<file path="src/rtl/readout_rx_iq_window_integrator.sv">
// Boxcar I/Q averager in front of the readout state-decision stage: averages
// 2^shift samples per window and frames each shot with start/finish pulses.
module readout_rx_iq_window_integrator #(
    parameter int DATA_WIDTH       = 16,
    parameter int MAX_WINDOW_SHIFT = 7,
    parameter int ACC_WIDTH        = DATA_WIDTH + MAX_WINDOW_SHIFT,
    parameter int NUM_WINDOW_WIDTH = 8,
    parameter int CFG_ADDR_WIDTH   = 1,
    parameter int CFG_DATA_WIDTH   = 16
) (
    input  logic                      clk,
    input  logic                      rst,
    input  logic                      cfg_wr_en,
    input  logic [CFG_ADDR_WIDTH-1:0] cfg_wr_addr,
    input  logic [CFG_DATA_WIDTH-1:0] cfg_wr_data,
    input  logic                      start_meas,
    input  logic                      abort_in,
    input  logic                      valid_in,
    input  logic [DATA_WIDTH-1:0]     i_in,
    input  logic [DATA_WIDTH-1:0]     q_in,
    output logic                      valid_out,
    output logic [DATA_WIDTH-1:0]     i_out,
    output logic [DATA_WIDTH-1:0]     q_out,
    output logic                      start_count_out,
    output logic                      finish_count_out,
    output logic                      busy_out
);

    // state  | meaning
    // IDLE   | no shot; config writable; waiting for start_meas
    // RUN    | accumulating windows of the current shot
    // FINISH | one-cycle tail that emits finish_count_out
    typedef enum logic [1:0] {
        ST_IDLE   = 2'd0,
        ST_RUN    = 2'd1,
        ST_FINISH = 2'd2
    } state_t;

    localparam int SHIFT_W = $clog2(MAX_WINDOW_SHIFT + 1);
    localparam int CNT_W   = MAX_WINDOW_SHIFT + 1;

    state_t                       state_q;
    logic [SHIFT_W-1:0]           shift_cfg_q;
    logic [NUM_WINDOW_WIDTH-1:0]  num_cfg_q;
    logic [SHIFT_W-1:0]           sh_shift_q;
    logic [NUM_WINDOW_WIDTH-1:0]  sh_num_q;
    logic signed [ACC_WIDTH-1:0]  acc_i_q;
    logic signed [ACC_WIDTH-1:0]  acc_q_q;
    logic [CNT_W-1:0]             samp_cnt_q;
    logic [NUM_WINDOW_WIDTH-1:0]  win_cnt_q;
    logic                         valid_q;
    logic                         start_q;
    logic                         finish_q;
    logic                         busy_q;
    logic [DATA_WIDTH-1:0]        i_out_q;
    logic [DATA_WIDTH-1:0]        q_out_q;

    logic [2:0]                   wr_shift_raw;
    logic [SHIFT_W-1:0]           wr_shift;
    logic [NUM_WINDOW_WIDTH-1:0]  wr_num;
    logic                         wr_shift_sel;
    logic                         wr_num_sel;
    logic [SHIFT_W-1:0]           eff_shift;
    logic [NUM_WINDOW_WIDTH-1:0]  eff_num;
    logic signed [ACC_WIDTH-1:0]  ext_i;
    logic signed [ACC_WIDTH-1:0]  ext_q;
    logic signed [ACC_WIDTH-1:0]  sum_i;
    logic signed [ACC_WIDTH-1:0]  sum_q;
    logic [CNT_W-1:0]             win_last_cnt;
    logic                         window_done;
    logic [NUM_WINDOW_WIDTH-1:0]  win_cnt_inc;
    logic                         unused_cfg_bits;

    assign wr_shift_raw = cfg_wr_data[2:0];
    assign wr_num       = cfg_wr_data[NUM_WINDOW_WIDTH-1:0];
    assign wr_shift_sel = cfg_wr_en && (cfg_wr_addr == CFG_ADDR_WIDTH'(0));
    assign wr_num_sel   = cfg_wr_en && (cfg_wr_addr == CFG_ADDR_WIDTH'(1));

    always_comb begin
        if (int'(wr_shift_raw) > MAX_WINDOW_SHIFT) begin
            wr_shift = SHIFT_W'(MAX_WINDOW_SHIFT);
        end else begin
            wr_shift = SHIFT_W'(wr_shift_raw);
        end
    end

    // A write landing in the start cycle must already apply to that shot.
    assign eff_shift = wr_shift_sel ? wr_shift : shift_cfg_q;
    assign eff_num   = wr_num_sel   ? wr_num   : num_cfg_q;

    assign ext_i = {{(ACC_WIDTH - DATA_WIDTH){i_in[DATA_WIDTH-1]}}, i_in};
    assign ext_q = {{(ACC_WIDTH - DATA_WIDTH){q_in[DATA_WIDTH-1]}}, q_in};
    assign sum_i = acc_i_q + ext_i;
    assign sum_q = acc_q_q + ext_q;

    assign win_last_cnt = (CNT_W'(1) << sh_shift_q) - CNT_W'(1);
    assign window_done  = valid_in && (samp_cnt_q == win_last_cnt);
    assign win_cnt_inc  = win_cnt_q + NUM_WINDOW_WIDTH'(1);

    assign unused_cfg_bits = ^cfg_wr_data[CFG_DATA_WIDTH-1:NUM_WINDOW_WIDTH];

    always_ff @(posedge clk) begin
        if (rst) begin
            state_q     <= ST_IDLE;
            shift_cfg_q <= '0;
            num_cfg_q   <= NUM_WINDOW_WIDTH'(1);
            sh_shift_q  <= '0;
            sh_num_q    <= '0;
            acc_i_q     <= '0;
            acc_q_q     <= '0;
            samp_cnt_q  <= '0;
            win_cnt_q   <= '0;
            valid_q     <= 1'b0;
            start_q     <= 1'b0;
            finish_q    <= 1'b0;
            busy_q      <= 1'b0;
            i_out_q     <= '0;
            q_out_q     <= '0;
        end else begin
            valid_q  <= 1'b0;
            start_q  <= 1'b0;
            finish_q <= 1'b0;

            if (state_q == ST_IDLE) begin
                if (wr_shift_sel) shift_cfg_q <= wr_shift;
                if (wr_num_sel)   num_cfg_q   <= wr_num;
            end

            case (state_q)
                ST_IDLE: begin
                    if (start_meas) begin
                        sh_shift_q <= eff_shift;
                        sh_num_q   <= eff_num;
                        acc_i_q    <= '0;
                        acc_q_q    <= '0;
                        samp_cnt_q <= '0;
                        win_cnt_q  <= '0;
                        start_q    <= 1'b1;
                        busy_q     <= 1'b1;
                        state_q    <= (eff_num == '0) ? ST_FINISH : ST_RUN;
                    end
                end

                ST_RUN: begin
                    // Abort outranks a window completing in the same cycle.
                    if (abort_in) begin
                        acc_i_q    <= '0;
                        acc_q_q    <= '0;
                        samp_cnt_q <= '0;
                        win_cnt_q  <= '0;
                        busy_q     <= 1'b0;
                        state_q    <= ST_IDLE;
                    end else if (window_done) begin
                        valid_q    <= 1'b1;
                        i_out_q    <= DATA_WIDTH'(sum_i >>> sh_shift_q);
                        q_out_q    <= DATA_WIDTH'(sum_q >>> sh_shift_q);
                        acc_i_q    <= '0;
                        acc_q_q    <= '0;
                        samp_cnt_q <= '0;
                        win_cnt_q  <= win_cnt_inc;
                        if (win_cnt_inc == sh_num_q) begin
                            state_q <= ST_FINISH;
                        end
                    end else if (valid_in) begin
                        acc_i_q    <= sum_i;
                        acc_q_q    <= sum_q;
                        samp_cnt_q <= samp_cnt_q + CNT_W'(1);
                    end
                end

                ST_FINISH: begin
                    acc_i_q    <= '0;
                    acc_q_q    <= '0;
                    samp_cnt_q <= '0;
                    win_cnt_q  <= '0;
                    busy_q     <= 1'b0;
                    finish_q   <= !abort_in;
                    state_q    <= ST_IDLE;
                end

                default: begin
                    busy_q  <= 1'b0;
                    state_q <= ST_IDLE;
                end
            endcase
        end
    end

    assign valid_out        = valid_q;
    assign i_out            = i_out_q;
    assign q_out            = q_out_q;
    assign start_count_out  = start_q;
    assign finish_count_out = finish_q;
    assign busy_out         = busy_q;

endmodule
</file>
<file path="config.mk">
export PLATFORM = sky130hd
export DESIGN_NAME = readout_rx_iq_window_integrator
export DESIGN_NICKNAME = d
export VERILOG_FILES = /design/src/rtl/readout_rx_iq_window_integrator.sv
export SDC_FILE = /design/constraint.sdc
export NUM_CORES = 1
export LEC_CHECK = 0
export CELL_PAD_IN_SITES_DETAIL_PLACEMENT = 1
export CELL_PAD_IN_SITES_GLOBAL_PLACEMENT = 1
export CORE_ASPECT_RATIO = 0.7
export CORE_MARGIN = 3
export CORE_UTILIZATION = 47
export CTS_CLUSTER_SIZE = 25
export DETAILED_ROUTE_END_ITERATION = 10
export PLACE_DENSITY = 0.87
export REMOVE_ABC_BUFFERS = 1
export SYNTH_ARGS = -nofsm -noshare
export SYNTH_HDL_FRONTEND = slang
export SYNTH_SLANG_ARGS = --single-unit
</file>
<file path="constraint.sdc">
create_clock -name clk -period 7.3 [get_ports clk]
set_input_delay 1.46 -clock clk [delete_from_list [all_inputs] [get_ports clk]]
set_output_delay 1.46 -clock clk [all_outputs]
set_load 0.01 [all_outputs]
</file>
# [Word-level counts from Yosys, hierarchy flattened]
# Index checks and enable logic that the tools add are counted.
[word_totals] ff_bits=122 input_bits=55 out_inout_bits=36
[op_classes] n_addsub=5 n_eq_ne=9 shift=3 mux=30 bitwise_logic=5 n_reduce_logical=16
[ops] cell="$mux 23" n=7
[ops] cell="$pmux 23 s3" n=2
[ops] cell="$mux 8" n=7
[ops] cell="$pmux 8 s3" n=2
[ops] cell="$add 23x16->23" n=2
[ops] cell="$sshr 23x3->16" n=2
[ops] cell="$add 8x1->8 const B" n=2
[ops] cell="$eq 8x8->1" n=2
[ops] cell="$reduce_and 3->1" n=4
[ops] cell="$mux 2" n=5
[ops] cell="$logic_not 8->1" n=1
[ops] cell="$shl 1x3->8 const A" n=1
[ops] cell="$sub 8x2->8 const B" n=1
[ops] cell="$ne 3x3->1 const B" n=2
[ops] cell="$not 1->1" n=5
[ops] cell="$mux 1" n=4
[ops] cell="$ne 2x2->1 const B" n=2
[ops] cell="$ne 4x4->1 const B" n=1
[ops] cell="$pmux 2 s2" n=1
[ops] cell="$reduce_and 2->1" n=2
[ops] cell="$reduce_or 2->1" n=2
[ops] cell="$logic_and 1x1->1" n=3
[ops] cell="$mux 3" n=1
[ops] cell="$reduce_bool 3->1" n=1
[ops] cell="other kinds (6)" n=6

# [Logic depth before layout (Yosys ltp)]
# Gate-level depths: netlist of the first run.
[depth] ltp_word=7 mapped_depth=20

# [Worst setup path after synthesis of the first run]
# Ideal clock, no wire load.
[synth_timing] kind="input -> register" from="input q_in[0]" to="register q_out_q[12], in the netlist q_out[12]" arrival_ns=4.058 required_time_ns=7.214 setup_slack_ns=3.156 path_stages=11 path_buffers=1 cell_sequence="ha_1 > fa_1 > a21o_1 > a221oi_2 > nor3_1 > or3_1 > buf_2 > a21oi_2 > xor2_1 > mux4_2 > a221oi_2"
[synth_between] elab_chain_cells=2
[synth_rtl] item="start: declaration" line="20" rtl="input logic [DATA_WIDTH-1:0] q_in,"
[synth_rtl] item="$add 23x16->23" line="94" rtl="assign sum_q = acc_q_q + ext_q;"
[synth_rtl] item="$sshr 23x3->16" line="156" rtl="q_out_q <= DATA_WIDTH'(sum_q >>> sh_shift_q);"
[synth_rtl] item="end signal: assignment" line="156"
[synth_rtl] item="end: declaration" line="56" rtl="logic [DATA_WIDTH-1:0] q_out_q;"
# No other way between the ends.
# A chain may end at the register's enable or synchronous reset.

# [Final worst setup path of the first run]
[layout_timing] from="input q_in[0]" to="register q_out_q[10], in the netlist q_out[10]"
# The elaborated chain is that of the path after synthesis.

==> flow_summary.toml, run 1 <==
[synth]
syn_inst = 1151
ys_top_cells_by_area = "dfxtp_1 (27%), ha_1 (6.5%), a21oi_1 (5.5%)"
ys_ff_latch = 122
synth_seq_area_share_pct = 26.9
netlist.area_leader.share_pct = 26.9
yosysUniqueCellTypes = 81
synthArstFlopShare_pct = 0
synth_edf_count = 0
syn_avg_cell_area_um2 = 7.89
synth_ff_type = "dfxtp_1"
synthesis.area_um2 = 9080
yosysTopAreaCell = "dfxtp_1"
yosys_warnings = 0

[min_path]
hold_start = "acc_q_q[12]"
whs_endpoint = "acc_q_q[12]"
hold-path-cell-count = 2
hold_path.class = "flop to flop"

[pwr]
irDropWorstVdd_v = 0.000136
leakage_nw = 4.14
clockPowerShare_pct = 40.8
internal-power_w = 0.00143
p_sw_w = 0.000745
p_per_area_nw_per_um2 = 206
seq_power_share_pct = 32.9
switching_share_pct = 34.2
power_frac_comb_pct = 26.3

[detailed_routing]
drc_errors = 0
routed_wl_um = 32100
routedWlPerCell_um = 22.6
ant_nets = 0
viasPerCell = 6.53
vias = 9311
drtIter0Drc = 839
drtPass1Iterations = 6

[final_layout]
fill_cells = 2233
syn_to_final_growth_pct = 16.1
drive_gt1_share_pct = 7.49
postLayoutCoreUtil_pct = 57.1
nets = 1280
num_antenna_cells = 0

[global_routing]
antenna_found_initial = 0
grt_max_degree = 62
grt_pass1_wl_um = 51300
grt_use_total_pct = 31.0
grt_pass1_vias = 9495
grt_remaining_overflow = 0

[floorplanning]
die-area_um2 = 21000
row_count = 41
pin_count = 91
die_w_um = 172
die_h_um = 122
core_area_um2 = 18500
start_util_pct = 49.1

[placement]
globalplace.congestion = 0.891
io_buffer_count = 82
hpwl_um = 22500

[sta]
finalHoldViolCount = 0
final-setup-viol-count = 0
slew-limit-headroom_pct = 26.1
finClkSkew_ps = 9.21
finalCriticalPeriod_ps = 4850
tns_ps = 0
max_freq_mhz = 206
tightest_slew_ps = 1110
finalCritPeriodShare_pct = 66.5
maxSlewViolCount = 0
rsz0062_at_grt = "no"

[critical_path]
endpoint_kind = "flop"
r2r-start = "sh_shift_q[0]"
arrival_ps = 5180
worst_ep_required_time_ps = 7630
critPathKind = "primary input to flop"
cp_max_fo = 5
worst-r2r-cell-count = 10
ff2ff_setup_slack_ps = 2520
worst_r2r_endpoint = "acc_q_q[22]"
startpoint_type = "primary input"

[cts]
cts.repair.resized = 0
htree_levels = 4
clk_pin_slew_ps = 60
insertion_delay_ps = 430
cts_buffers = 17
cts.sinks = 122
cts_setup_buffers = 0
cts_buffer_depth = 2
cts_tree = "done"
root_buffer = "clkbuf_16"
cts_hold_buf = 0

[outcome]
outcome = "completed"

[flow_run]
cap_violations = 0
[state kept, by name, summed over array words and instances, names as in the netlist]
name,flops
start_count_out,1
acc_q_q,23
acc_i_q,23
busy_out,1
win_cnt_q,8
sh_shift_q,3
valid_out,1
shift_cfg_q,3
samp_cnt_q,8
sh_num_q,8
q_out,16
num_cfg_q,8
i_out,16
finish_count_out,1
state_q,2
[synthesized netlist by cell type (4+ instances only)]
| library cell | number |
|---|---|
| nand2_1 | 133 |
| dfxtp_1 | 122 |
| nor2_1 | 109 |
| a21oi_1 | 100 |
| clkbuf_1 | 68 |
| nand3_1 | 55 |
| o21ai_0 | 50 |
| ha_1 | 47 |
| nor3_1 | 32 |
| xor2_1 | 32 |
| xnor2_1 | 31 |
| a21o_1 | 25 |
| mux2i_1 | 24 |
| nand3b_1 | 23 |
| mux4_2 | 19 |
| a22oi_1 | 18 |
| and3_1 | 15 |
| inv_1 | 14 |
| a211oi_1 | 13 |
| nor2b_1 | 12 |
| buf_2 | 11 |
| o21a_1 | 11 |
| a31oi_1 | 10 |
| nand4_1 | 10 |
| o211ai_1 | 10 |
| a211o_1 | 9 |
| a311oi_1 | 9 |
| o21bai_1 | 8 |
| or3_1 | 8 |
| nor3b_1 | 7 |
| buf_1 | 6 |
| nor4_1 | 6 |
| o31a_1 | 6 |
| a2111oi_0 | 5 |
| and2_1 | 5 |
| o31ai_1 | 5 |
| a21boi_0 | 4 |
| and4_1 | 4 |
| nand2b_1 | 4 |
| o211a_1 | 4 |
| o311a_1 | 4 |
| or2_2 | 4 |
[worst max-delay path by stage]
stage,startpoint,end,slack (ps),cells after the start
floorplan,sh_shift_q[0],acc_i_q[22],2290,9
global placement,q_in[0],q_out[10],2310,12
detailed placement,q_in[0],q_out[10],2180,12
CTS,q_in[0],q_out[10],2550,12
global route,q_in[0],q_out[10],2300,12
finish,q_in[0],q_out[10],2450,12
[critical path, cell delays in order]
cell and delay [ps]:
clkdlybuf4s50_1 430, ha_1 240, fa_1 420, a21o_1 210, a221oi_2 510, nor3_1 130, or3_1 450, xor2_1 330
mux2i_1 150, mux2i_1 340, mux2i_1 210, a211oi_1 290
[power by group through the flow]
stage	Sequential, W	Clock, W	Combinational [W]
after global routing	0.000718	0.000918	0.000620
after global placement	0.000728	0	0.000532
after CTS	0.000715	0.000888	0.000562
final	0.000715	0.000887	0.000573
after floorplan	0.000735	0	0.000350
after detailed placement	0.000729	0	0.000550
[layer usage]
layer | GRT usage (%) | vias up | wire length [um]
met5 | 0 | - | 0
met4 | 12.0 | 0 | 877
met3 | 5.76 | 80 | 2510
met2 | 47.8 | 377 | 14300
met1 | 43.3 | 4564 | 14400
li1 | - | 4290 | -
[cell families (layout without fill, tap and decap cells)]
family,Yosys count,count (layout),share of synthesized area [%]
xor+xnor,63,63,6.08
flops,122,122,26.9
fa+ha+maj,49,49,6.92
compound gates,335,335,25.2
mux,46,46,7.73
buf+inv,103,141,4.45
simple gates,433,433,22.7
[stage by stage]
step / hold slack, ps / std cells / worst slack [ps] / total power (W) / cell area (um^2)
after global routing: 473 / 1425 / 2300 / 0.00226 / 10500
final: 457 / 1425 / 2450 / 0.00218 / 10500
after global placement: 443 / 1393 / 2310 / 0.00126 / 9940
after CTS: 459 / 1425 / 2550 / 0.00216 / 10500
after floorplan: 430 / 1063 / 2290 / 0.00109 / 8730
after detailed placement: 452 / 1393 / 2180 / 0.00128 / 9940
[placed cells by master (no fill, tap or decap), types with 18 or more instances in the layout]
cell type	n
xnor2_1	31
a21oi_1	99
ha_1	47
xor2_1	32
nor3_1	32
a22oi_1	18
mux2i_1	24
dfxtp_1	122
nand2_1	133
clkdlybuf4s50_1	81
a21o_1	25
mux4_2	19
nand3b_1	23
nand3_1	55
o21ai_0	50
nor2_1	108
[area by class of cell]
cell class	instances	area, um^2	share of cell area [%]
inverter	15	56.3	0.534
clock inverter	12	139	1.32
multi-input combinational	926	6240	59.2
clock buffer	20	457	4.33
tap	236	295	2.80
timing repair buffer	94	908	8.62
sequential	122	2440	23.2
Power figures use the tool's default switching activity.
==> run 2, diff against run 1 <==
Settings changed: CORE_UTILIZATION 47 to 43, PLACE_DENSITY 0.87 to 0.81.
Clock period 7.3 ns to 4.9 ns, I/O delays scaled along.
==> run 2 against run 1 <==
Routed wire length shrank 2.9%; design area grew 0.66%; via count shrank 1.9%; clock power grew 41%; non-clock buffer count grew 7; utilization shrank 4.8 points; sequential cell count is the same; global-route usage shrank 4.1 points; clock skew shrank 0.51 ps; critical path depth shrank 2.
==> flow_summary.toml, run 2 (synthesized netlist as in run 1, its figures left out) <==
[pwr]
leakage_nw = 4.15
p_per_area_nw_per_um2 = 298
irDropWorstVdd_v = 0.000252

[cts]
cts_setup_buffers = 0
cts_buffer_depth = 2
cts.sinks = 122
cts_hold_buf = 0
cts.repair.resized = 0
root_buffer = "clkbuf_16"
insertion_delay_ps = 420
cts_buffers = 17
cts_tree = "done"
htree_levels = 4
clk_pin_slew_ps = 60

[detailed_routing]
viasPerCell = 6.25
vias = 9138
drc_errors = 0
routed_wl_um = 31200
ant_nets = 0
routedWlPerCell_um = 21.3
drtPass1Iterations = 6
drtIter0Drc = 686

[sta]
maxSlewViolCount = 0
finalCritPeriodShare_pct = 82.5
rsz0062_at_grt = "no"
finalHoldViolCount = 0
finalCriticalPeriod_ps = 4040
tns_ps = 0
finClkSkew_ps = 8.70
tightest_slew_ps = 980
holdWs_ps = 456
slew-limit-headroom_pct = 34.7
final-setup-viol-count = 0
max_freq_mhz = 247

[final_layout]
nets = 1287
final_cell_mix = "nand2_1 (133), dfxtp_1 (122), nor2_1 (108)"
syn_to_final_growth_pct = 16.9
postLayoutCellArea_um2 = 10600
drive_gt1_share_pct = 7.71
layout_commonest_cell = "nand2_1"
postLayoutCoreUtil_pct = 52.3
top_regs = "acc_i_q x23, acc_q_q x23"
finalNonFillerCells = 1463
num_antenna_cells = 0

[placement]
hpwl_um = 21900
placement.cell_area_um2 = 10000
place_inst = 1434
globalplace.congestion = 0.862
io_buffer_count = 82

[global_routing]
grt_pass1_wl_um = 50200
antenna_found_initial = 0
grt_remaining_overflow = 0
grt_use_total_pct = 26.9
grt_max_degree = 65
grt_pass1_vias = 9141

[critical_path]
path_cells = "clkdlybuf4s50_1 > ha_1 > nand2_1 > o21ai_1 > nor2_1 > and4b_1 > a311oi_2 > inv_1 > mux4_2 > a221oi_2"
worst_ep_required_time_ps = 5240
startpoint_type = "primary input"
crit_slowest_cell = "clkdlybuf4s50_1"
slowest_delay_ps = 710
cp_max_fo = 13
arrival_ps = 4380
endpoint_kind = "flop"
critPathKind = "primary input to flop"

[floorplanning]
die_w_um = 180
die-area_um2 = 22900
start_util_pct = 44.7
pin_count = 91
row_count = 43
core_area_um2 = 20300
die_h_um = 128

[min_path]
hold_path.class = "flop to flop"

[flow_run]
cap_violations = 0

[outcome]
outcome = "completed"
==> run 2: worst paths after layout <==
kind                       to  depth (start not counted)  slack, ps           from
setup / recovery    q_out[12]                         10        860       q_in[15]
hold / removal    acc_i_q[12]                          2        460    acc_i_q[12]
setup reg to reg    i_out[10]                         12        990  sh_shift_q[2]
hold reg to reg   acc_i_q[12]                          2        460    acc_i_q[12]
==> run 2: power breakdown <==
part	total, W	switching, W	internal [W]
Sequential	0.00107	0.0000364	0.00103
Clock	0.00125	0.000482	0.000764
Combinational	0.000853	0.000523	0.000329
Total	0.00316	0.00104	0.00212
==> run 2: stage by stage <==
| step | setup slack [ps] | power, W |
|---|---|---|
| 6_report | 859 | 0.00316 |
| 5_1_grt | 636 | 0.00330 |
| 4_1_cts | 922 | 0.00317 |
| 3_5_place_dp | 494 | 0.00191 |
| 3_3_place_gp | 580 | 0.00189 |
| 2_1_floorplan | -109 | 0.00162 |
==> run 2: area by class of cell <==
cell class	count	area [um^2]
fill	2477	9680
multi-input combinational	926	6240
sequential	122	2440
timing repair buffer	101	973
clock buffer	21	460
tap	270	338
clock inverter	8	97.6
inverter	15	56.3
==> run 2: metal layers <==
metal / part of all wire (%) / track usage [%] / vias to the layer above
met1: 49 / 38.0 / 4553
met5: 0 / 0 / -
li1: - / - / 4296
met4: 1.8 / 6.82 / 0
met3: 5.2 / 4.89 / 44
met2: 44 / 42.5 / 245
==> run 2: worst max-delay path: cells and delay by family <==
| kind | cells | cell delay (ps) |
|---|---|---|
| AOI/OAI and AO/OA | 3 | 1080 |
| buffers and inverters | 2 | 780 |
| adders and majority gates | 1 | 670 |
| muxes | 1 | 490 |
| and+or+nand+nor | 3 | 380 |
